[config.mk]
export PLATFORM = sky130hd
export DESIGN_NAME = fifo_rd_stream_flat
export DESIGN_NICKNAME = d
export VERILOG_FILES = /design/src/rtl/fifo_rd_stream_pkg.sv /design/src/rtl/fifo_rd_stream_if.sv /design/src/rtl/fifo_rd_skid.sv /design/src/rtl/fifo_rd_stream.sv /design/src/flat_wrapper.sv
export SDC_FILE = /design/constraint.sdc
export NUM_CORES = 1
export LEC_CHECK = 0
export ABC_AREA = 1
export CAP_MARGIN = 0
export CORE_UTILIZATION = 43
export DETAILED_ROUTE_END_ITERATION = 6
export PLACE_DENSITY = 0.86
export SKIP_LAST_GASP = 1
export SLEW_MARGIN = 20
export SYNTH_ARGS = -nofsm -noshare
export SYNTH_HDL_FRONTEND = slang
export SYNTH_SLANG_ARGS = --single-unit
[constraint.sdc]
create_clock -name Clk -period 2.8 [get_ports Clk]
set_clock_uncertainty 0.15 [all_clocks]
set_input_delay 0.84 -clock Clk [delete_from_list [all_inputs] [get_ports Clk]]
set_output_delay 0.84 -clock Clk [all_outputs]
set_load 0.02 [all_outputs]
[src/rtl/fifo_rd_stream_pkg.sv]
// fifo_rd_stream_pkg: shared types and constants for the FIFO read-side
// drain engine.
//   state_e    : drain state machine encoding (IDLE / RUN / STOP)
//   STAT_WIDTH : width of the WordCnt / StallCnt statistics counters
//   fcnt_w()   : frame counter width, max(1, clog2(frame_len))
package fifo_rd_stream_pkg;

  typedef enum logic [1:0] {IDLE, RUN, STOP} state_e;

  localparam int STAT_WIDTH = 32;

  function automatic int fcnt_w(input int frame_len);
    return (frame_len > 1) ? $clog2(frame_len) : 1;
  endfunction

endpackage

[src/rtl/fifo_rd_stream_if.sv]
// fifo_rd_stream_if: bundles the FIFO read port, the output stream and the
// control/stat signals of fifo_rd_stream.
//   master : drain engine side (drives FifoRen, Out*, stats)
//   slave  : environment side (FIFO, consumer, control)
interface fifo_rd_stream_if
  import fifo_rd_stream_pkg::*;
#(
  parameter int DATA_WIDTH = 8
);
  logic                  Enable;
  logic                  Flush;
  logic                  FifoEmpty;
  logic [DATA_WIDTH-1:0] FifoRdData;
  logic                  FifoRen;
  logic                  OutValid;
  logic [DATA_WIDTH-1:0] OutData;
  logic                  OutLast;
  logic                  OutReady;
  logic [STAT_WIDTH-1:0] WordCnt;
  logic [STAT_WIDTH-1:0] StallCnt;

  modport master (
    input  Enable, Flush, FifoEmpty, FifoRdData, OutReady,
    output FifoRen, OutValid, OutData, OutLast, WordCnt, StallCnt
  );

  modport slave (
    output Enable, Flush, FifoEmpty, FifoRdData, OutReady,
    input  FifoRen, OutValid, OutData, OutLast, WordCnt, StallCnt
  );
endinterface

[src/rtl/fifo_rd_skid.sv]
// fifo_rd_skid: 2-entry skid buffer between the FIFO pop path and the
// registered output stream.
//   Clk, Rstb  : clock, async active-low reset
//   push/push_data : write a word (never asserted while count==2)
//   pop        : head word consumed (never asserted while count==0)
//   flush      : drop all entries; wins over push/pop
//   count      : occupancy 0..2
//   head_data  : oldest entry
module fifo_rd_skid #(
  parameter int DATA_WIDTH = 8
) (
  input  logic                  Clk,
  input  logic                  Rstb,
  input  logic                  push,
  input  logic [DATA_WIDTH-1:0] push_data,
  input  logic                  pop,
  input  logic                  flush,
  output logic [1:0]            count,
  output logic [DATA_WIDTH-1:0] head_data
);

  logic [DATA_WIDTH-1:0] tail_data;

  always_ff @(posedge Clk or negedge Rstb) begin
    if (!Rstb) begin
      count     <= 2'd0;
      head_data <= '0;
      tail_data <= '0;
    end else if (flush) begin
      count <= 2'd0;
    end else begin
      case ({push, pop})
        2'b10: begin
          if (count == 2'd0) begin
            head_data <= push_data;
            count     <= 2'd1;
          end else if (count == 2'd1) begin
            tail_data <= push_data;
            count     <= 2'd2;
          end
        end
        2'b01: begin
          if (count == 2'd2) begin
            head_data <= tail_data;
            count     <= 2'd1;
          end else if (count == 2'd1) begin
            count <= 2'd0;
          end
        end
        // Only reachable with count==1: the new word replaces the departing head.
        2'b11: begin
          if (count == 2'd1) head_data <= push_data;
        end
        default: ;
      endcase
    end
  end

endmodule

[src/rtl/fifo_rd_stream.sv]
// fifo_rd_stream: drains a first-word-fall-through FIFO read port into a
// registered valid/ready stream with frame-boundary marking (OutLast on
// word FRAME_LEN-1 of every frame).
//   Clk, Rstb : reader-domain clock, async active-low reset
//   bus       : fifo_rd_stream_if.master (Enable, Flush, FIFO port,
//               OutValid/OutData/OutLast/OutReady, WordCnt/StallCnt)
// Optional: define FIFO_RD_STREAM_STATS_EN to build the saturating
// WordCnt/StallCnt counters; otherwise both ports read 0.
module fifo_rd_stream
  import fifo_rd_stream_pkg::*;
#(
  parameter int DATA_WIDTH = 8,
  parameter int FRAME_LEN  = 4
) (
  input  logic              Clk,
  input  logic              Rstb,
  fifo_rd_stream_if.master  bus
);

  localparam int             FCW        = fcnt_w(FRAME_LEN);
  localparam logic [FCW-1:0] FRAME_LAST = FCW'(FRAME_LEN - 1);

  state_e                state, state_nxt;
  logic [1:0]            count;
  logic [DATA_WIDTH-1:0] head_data;
  logic [FCW-1:0]        frame_cnt;
  logic                  push, pop, out_valid;

  // Pop path never looks at OutReady, so consumer timing stays off the FIFO.
  // Rstb gating keeps the FIFO untouched while held in reset.
  assign push = Rstb & bus.Enable & ~bus.FifoEmpty & ~bus.Flush
              & (count != 2'd2) & (state != STOP);
  assign out_valid = (count != 2'd0) & ~bus.Flush;
  assign pop       = out_valid & bus.OutReady;

  assign bus.FifoRen  = push;
  assign bus.OutValid = out_valid;
  assign bus.OutData  = head_data;
  assign bus.OutLast  = out_valid & (frame_cnt == FRAME_LAST);

  fifo_rd_skid #(.DATA_WIDTH(DATA_WIDTH)) u_skid (
    .Clk       (Clk),
    .Rstb      (Rstb),
    .push      (push),
    .push_data (bus.FifoRdData),
    .pop       (pop),
    .flush     (bus.Flush),
    .count     (count),
    .head_data (head_data)
  );

  always_ff @(posedge Clk or negedge Rstb) begin
    if (!Rstb) state <= IDLE;
    else       state <= state_nxt;
  end

  always_comb begin
    state_nxt = state;
    if (bus.Flush) begin
      state_nxt = bus.Enable ? RUN : IDLE;
    end else begin
      case (state)
        IDLE: if (bus.Enable) state_nxt = RUN;
        RUN:  if (!bus.Enable) state_nxt = STOP;
        // Stay until the buffer is empty so no accepted word is stranded.
        STOP: begin
          if (count == 2'd0)   state_nxt = IDLE;
          else if (bus.Enable) state_nxt = RUN;
        end
        default: state_nxt = IDLE;
      endcase
    end
  end

  always_ff @(posedge Clk or negedge Rstb) begin
    if (!Rstb)           frame_cnt <= '0;
    else if (bus.Flush)  frame_cnt <= '0;
    else if (pop)        frame_cnt <= (frame_cnt == FRAME_LAST) ? '0 : frame_cnt + 1'b1;
  end

`ifdef FIFO_RD_STREAM_STATS_EN
  logic [STAT_WIDTH-1:0] word_cnt, stall_cnt;

  // Saturating; Flush deliberately leaves the history intact.
  always_ff @(posedge Clk or negedge Rstb) begin
    if (!Rstb) begin
      word_cnt  <= '0;
      stall_cnt <= '0;
    end else begin
      if (pop && (word_cnt != '1))
        word_cnt <= word_cnt + 1'b1;
      if (out_valid && !bus.OutReady && (stall_cnt != '1))
        stall_cnt <= stall_cnt + 1'b1;
    end
  end

  assign bus.WordCnt  = word_cnt;
  assign bus.StallCnt = stall_cnt;
`else
  assign bus.WordCnt  = '0;
  assign bus.StallCnt = '0;
`endif

endmodule
[src/flat_wrapper.sv]
// flat-port wrapper written by rule: the top's interface ports become plain ports
module fifo_rd_stream_flat import fifo_rd_stream_pkg::*;
#(
  parameter int DATA_WIDTH = 8,
  parameter int FRAME_LEN  = 4
)
  (Clk, Rstb, bus_Enable, bus_Flush, bus_FifoEmpty, bus_FifoRdData, bus_OutReady, bus_FifoRen, bus_OutValid, bus_OutData, bus_OutLast, bus_WordCnt, bus_StallCnt);
  fifo_rd_stream_if #(.DATA_WIDTH(DATA_WIDTH)) bus_i ();
  input  logic Clk;
  input  logic Rstb;
  input wire logic [$bits(bus_i.Enable)-1:0] bus_Enable;
  input wire logic [$bits(bus_i.Flush)-1:0] bus_Flush;
  input wire logic [$bits(bus_i.FifoEmpty)-1:0] bus_FifoEmpty;
  input wire logic [$bits(bus_i.FifoRdData)-1:0] bus_FifoRdData;
  input wire logic [$bits(bus_i.OutReady)-1:0] bus_OutReady;
  output wire logic [$bits(bus_i.FifoRen)-1:0] bus_FifoRen;
  output wire logic [$bits(bus_i.OutValid)-1:0] bus_OutValid;
  output wire logic [$bits(bus_i.OutData)-1:0] bus_OutData;
  output wire logic [$bits(bus_i.OutLast)-1:0] bus_OutLast;
  output wire logic [$bits(bus_i.WordCnt)-1:0] bus_WordCnt;
  output wire logic [$bits(bus_i.StallCnt)-1:0] bus_StallCnt;
  assign bus_i.Enable = bus_Enable;
  assign bus_i.Flush = bus_Flush;
  assign bus_i.FifoEmpty = bus_FifoEmpty;
  assign bus_i.FifoRdData = bus_FifoRdData;
  assign bus_i.OutReady = bus_OutReady;
  assign bus_FifoRen = bus_i.FifoRen;
  assign bus_OutValid = bus_i.OutValid;
  assign bus_OutData = bus_i.OutData;
  assign bus_OutLast = bus_i.OutLast;
  assign bus_WordCnt = bus_i.WordCnt;
  assign bus_StallCnt = bus_i.StallCnt;
  fifo_rd_stream #(.DATA_WIDTH(DATA_WIDTH), .FRAME_LEN(FRAME_LEN)) u_core (.Clk(Clk), .Rstb(Rstb), .bus(bus_i));
endmodule
==> impl_metrics.json <==
{
  "routedWlPerCell_um": 9.32,
  "netSwitchingFraction": 0.333,
  "finalHoldViolations": 0,
  "clock_sinks": 22,
  "drt_iter0_drc": 33,
  "die_area_mm2": 0.00421,
  "whs_ps": 325,
  "grt_start_max_net_pins": 24,
  "fill_cells": 350,
  "crit_chain": "clkdlybuf4s50_1 -> nor2_2 -> nand2_1 -> nor2_2 -> buf_6",
  "cts_max_level": 1,
  "yosysTopAreaCell": "dfrtp_1",
  "yosysWarnings": 0,
  "num_rows": 22,
  "combPwrFrac": 0.288,
  "grt_pass1_wl_mm": 4.66,
  "fin_cells": 300,
  "syn_inst": 219,
  "core_mm2": 0.00372,
  "ir_drop_mv": 0.225,
  "min_period_over_period": 0.969,
  "synth_area_per_cell_um2": 7.76,
  "power_uw": 966,
  "cts.clk_slew.worst_paths_ps": 80,
  "cts_tree": "yes",
  "syn_area_mm2": 0.00170,
  "synthXorXnorAreaFrac": 0,
  "ios": 89,
  "finalNetCount": 268,
  "cp.required_ps": 1810,
  "antenna_found_initial": 0,
  "p_switching_uw": 321,
  "power.internal_uw": 645,
  "hpwlAfterDp_mm": 2.13,
  "synthFlopType": "dfrtp_1",
  "initial_core_util": 0.458,
  "clock-root-buffer": "clkbuf_8",
  "status": "completed",
  "synth-edff-count": 0,
  "synthToLayoutAreaGrowth_pct": 10.2,
  "drive_gt1_frac": 0.167,
  "ys_ff_latch": 22,
  "first_pass_iters": 4,
  "gp_congestion": 0.839,
  "cpMaxStageDelayCell": "clkdlybuf4s50_1",
  "cpPeakStageDelay_ps": 430,
  "muxShareOfSynthArea": 0,
  "insertedDiodeCount": 0,
  "overflow": 0,
  "setup_viol": 0,
  "vias": 1268,
  "drc": 0,
  "synth-simple-area-share": 0.292,
  "synth_fa_ha_area_frac": 0.00736,
  "antenna_left": 0,
  "dieHeight_um": 64.9,
  "hold_buffers": 0,
  "grt_pass1_vias": 1087,
  "hold_path_class": "register to register",
  "ys_types": 26,
  "startpoint_type": "input port",
  "critical_path_class": "input port to primary output",
  "final_util": 0.504,
  "synth.most_common_cell": "buf_4",
  "critPathCaptureType": "primary output",
  "die_w_um": 64.9,
  "ys_seq_area_frac": 0.324,
  "clk_path_buf_depth": 2,
  "cts_buffers": 3,
  "synth_top_family_by_area": "buffers and inverters",
  "routed_wl_mm": 2.80,
  "p_leak_nw": 1.06,
  "dp_slack_ps": -471,
  "synth_top_area_frac": 0.324,
  "layout_setup_ws_ps": 88.0,
  "p_seq_frac": 0.396,
  "cts_setup_buffers": 0,
  "fin_crit_ps": 2710,
  "power.density_mw_per_mm2": 516,
  "grt.total_usage": 0.140,
  "ys_top_cells_by_count": "buf_4 (64), nand2_1 (53), dfrtp_1 (22), nand3_1 (20), nor2_1 (11)",
  "synth_area_leaders": "dfrtp_1 (32%), buf_4 (28%), nand2_1 (12%)",
  "io_buffer_count": 24,
  "clk_latency_ps": 270,
  "max_cap_violations": 0,
  "maxSlewViolCount": 0,
  "cpMostUsedCell": "nor2_2",
  "rrSetupSlack_ps": 1150,
  "cp_max_fo": 2,
  "dpl.cell_count": 296,
  "power_frac_clock": 0.316,
  "synth-async-reset-ratio": 1.00,
  "avgViaCountPerCell": 4.23,
  "synth-compound-area-share": 0.0456,
  "rsz0062_at_grt": "no",
  "max_freq_ghz": 0.369,
  "crit_arrival_ps": 1720
}
==> placed cells by master (no fill, tap or decap), drive strengths merged, types with 2 or more instances in the layout <==
master,netlist,layout
nor2,15,15
dlymetal6s2s,0,3
dfrtp,22,22
o21ai,5,5
conb,1,64
a21oi,5,5
nand2,61,61
inv,13,13
nand3,23,23
buf,67,12
clkbuf,0,3
nand4,2,2
clkdlybuf4s50,0,18
==> layout make-up <==
type	count	area [um^2]	share of cell area
Multi-Input combinational cell	180	835	0.445
Tap cell	48	60.1	0.0320
Inverter	13	51.3	0.0274
Timing Repair Buffer	33	307	0.164
Sequential cell	22	551	0.294
Clock inverter	1	30.0	0.0160
Clock buffer	3	41.3	0.0220
==> metrics by stage <==
stage          TNS [ps]  instance area [um^2]
6_report              0                  1870
5_1_grt               0                  1870
4_1_cts           -33.3                  1850
3_5_place_dp      -1200                  1800
3_3_place_gp      -1160                  1800
2_1_floorplan         0                  1940
==> cell families after synthesis <==
group                    count (synthesis)
flip-flops                              22
other                                    1
buffers and inverters                   80
AND/OR/NAND/NOR                        103
AO/OA/AOI/OAI                           12
adder cells (fa/ha/maj)                  1
==> metal layers <==
| layer | global-route usage | vias up | wire [um] |
|---|---|---|---|
| li1 | - | 626 | - |
| met1 | 0.170 | 575 | 1190 |
| met2 | 0.237 | 65 | 1350 |
| met3 | 0.0335 | 2 | 222 |
| met4 | 0.0556 | 0 | 25 |
| met5 | 0 | - | 0 |
==> flip-flops by register name, indices dropped and copies added, names as in the netlist <==
signal	cells
u_core.u_skid.tail_data	8
u_core.u_skid.head_data	8
u_core.state	2
u_core.frame_cnt	2
u_core.u_skid.count	2
==> power by group through the flow <==
| stage | logic, mW | clock network (mW) | registers (mW) |
|---|---|---|---|
| floorplan | 0.216 | 0 | 0.417 |
| global placement | 0.273 | 0 | 0.388 |
| detailed placement | 0.277 | 0 | 0.389 |
| CTS | 0.278 | 0.307 | 0.383 |
| global route | 0.305 | 0.322 | 0.387 |
| finish | 0.279 | 0.305 | 0.383 |
==> worst paths after layout <==
check                                                       startpoint                                      to  depth (start not counted)
worst max-delay path                                     bus_FifoEmpty                             bus_FifoRen                          5
worst max register to register      u_core.u_skid.count[0]$_DFFE_PN0P_  u_core.u_skid.head_data[6]$_DFFE_PN0P_                         10
max in group asynchronous                                         Rstb  u_core.u_skid.head_data[6]$_DFFE_PN0P_                          2
worst min-delay path            u_core.u_skid.head_data[3]$_DFFE_PN0P_  u_core.u_skid.head_data[3]$_DFFE_PN0P_                          2
worst min register to register  u_core.u_skid.head_data[3]$_DFFE_PN0P_  u_core.u_skid.head_data[3]$_DFFE_PN0P_                          2
min in group asynchronous                                         Rstb         u_core.frame_cnt[1]$_DFFE_PN0P_                          2
==> critical path, delay by kind of cell <==
kind | cells | cell delay (ps)
simple gates | 3 | 320
buf+inv | 2 | 560
==> repair_timing <==
item,CTS,global route
gates resized for setup,13,8
pin swaps,0,3
hold endpoints to repair,0,0
gates cloned,0,0
setup endpoints to repair,3,1
Power figures use the tool's default switching activity.
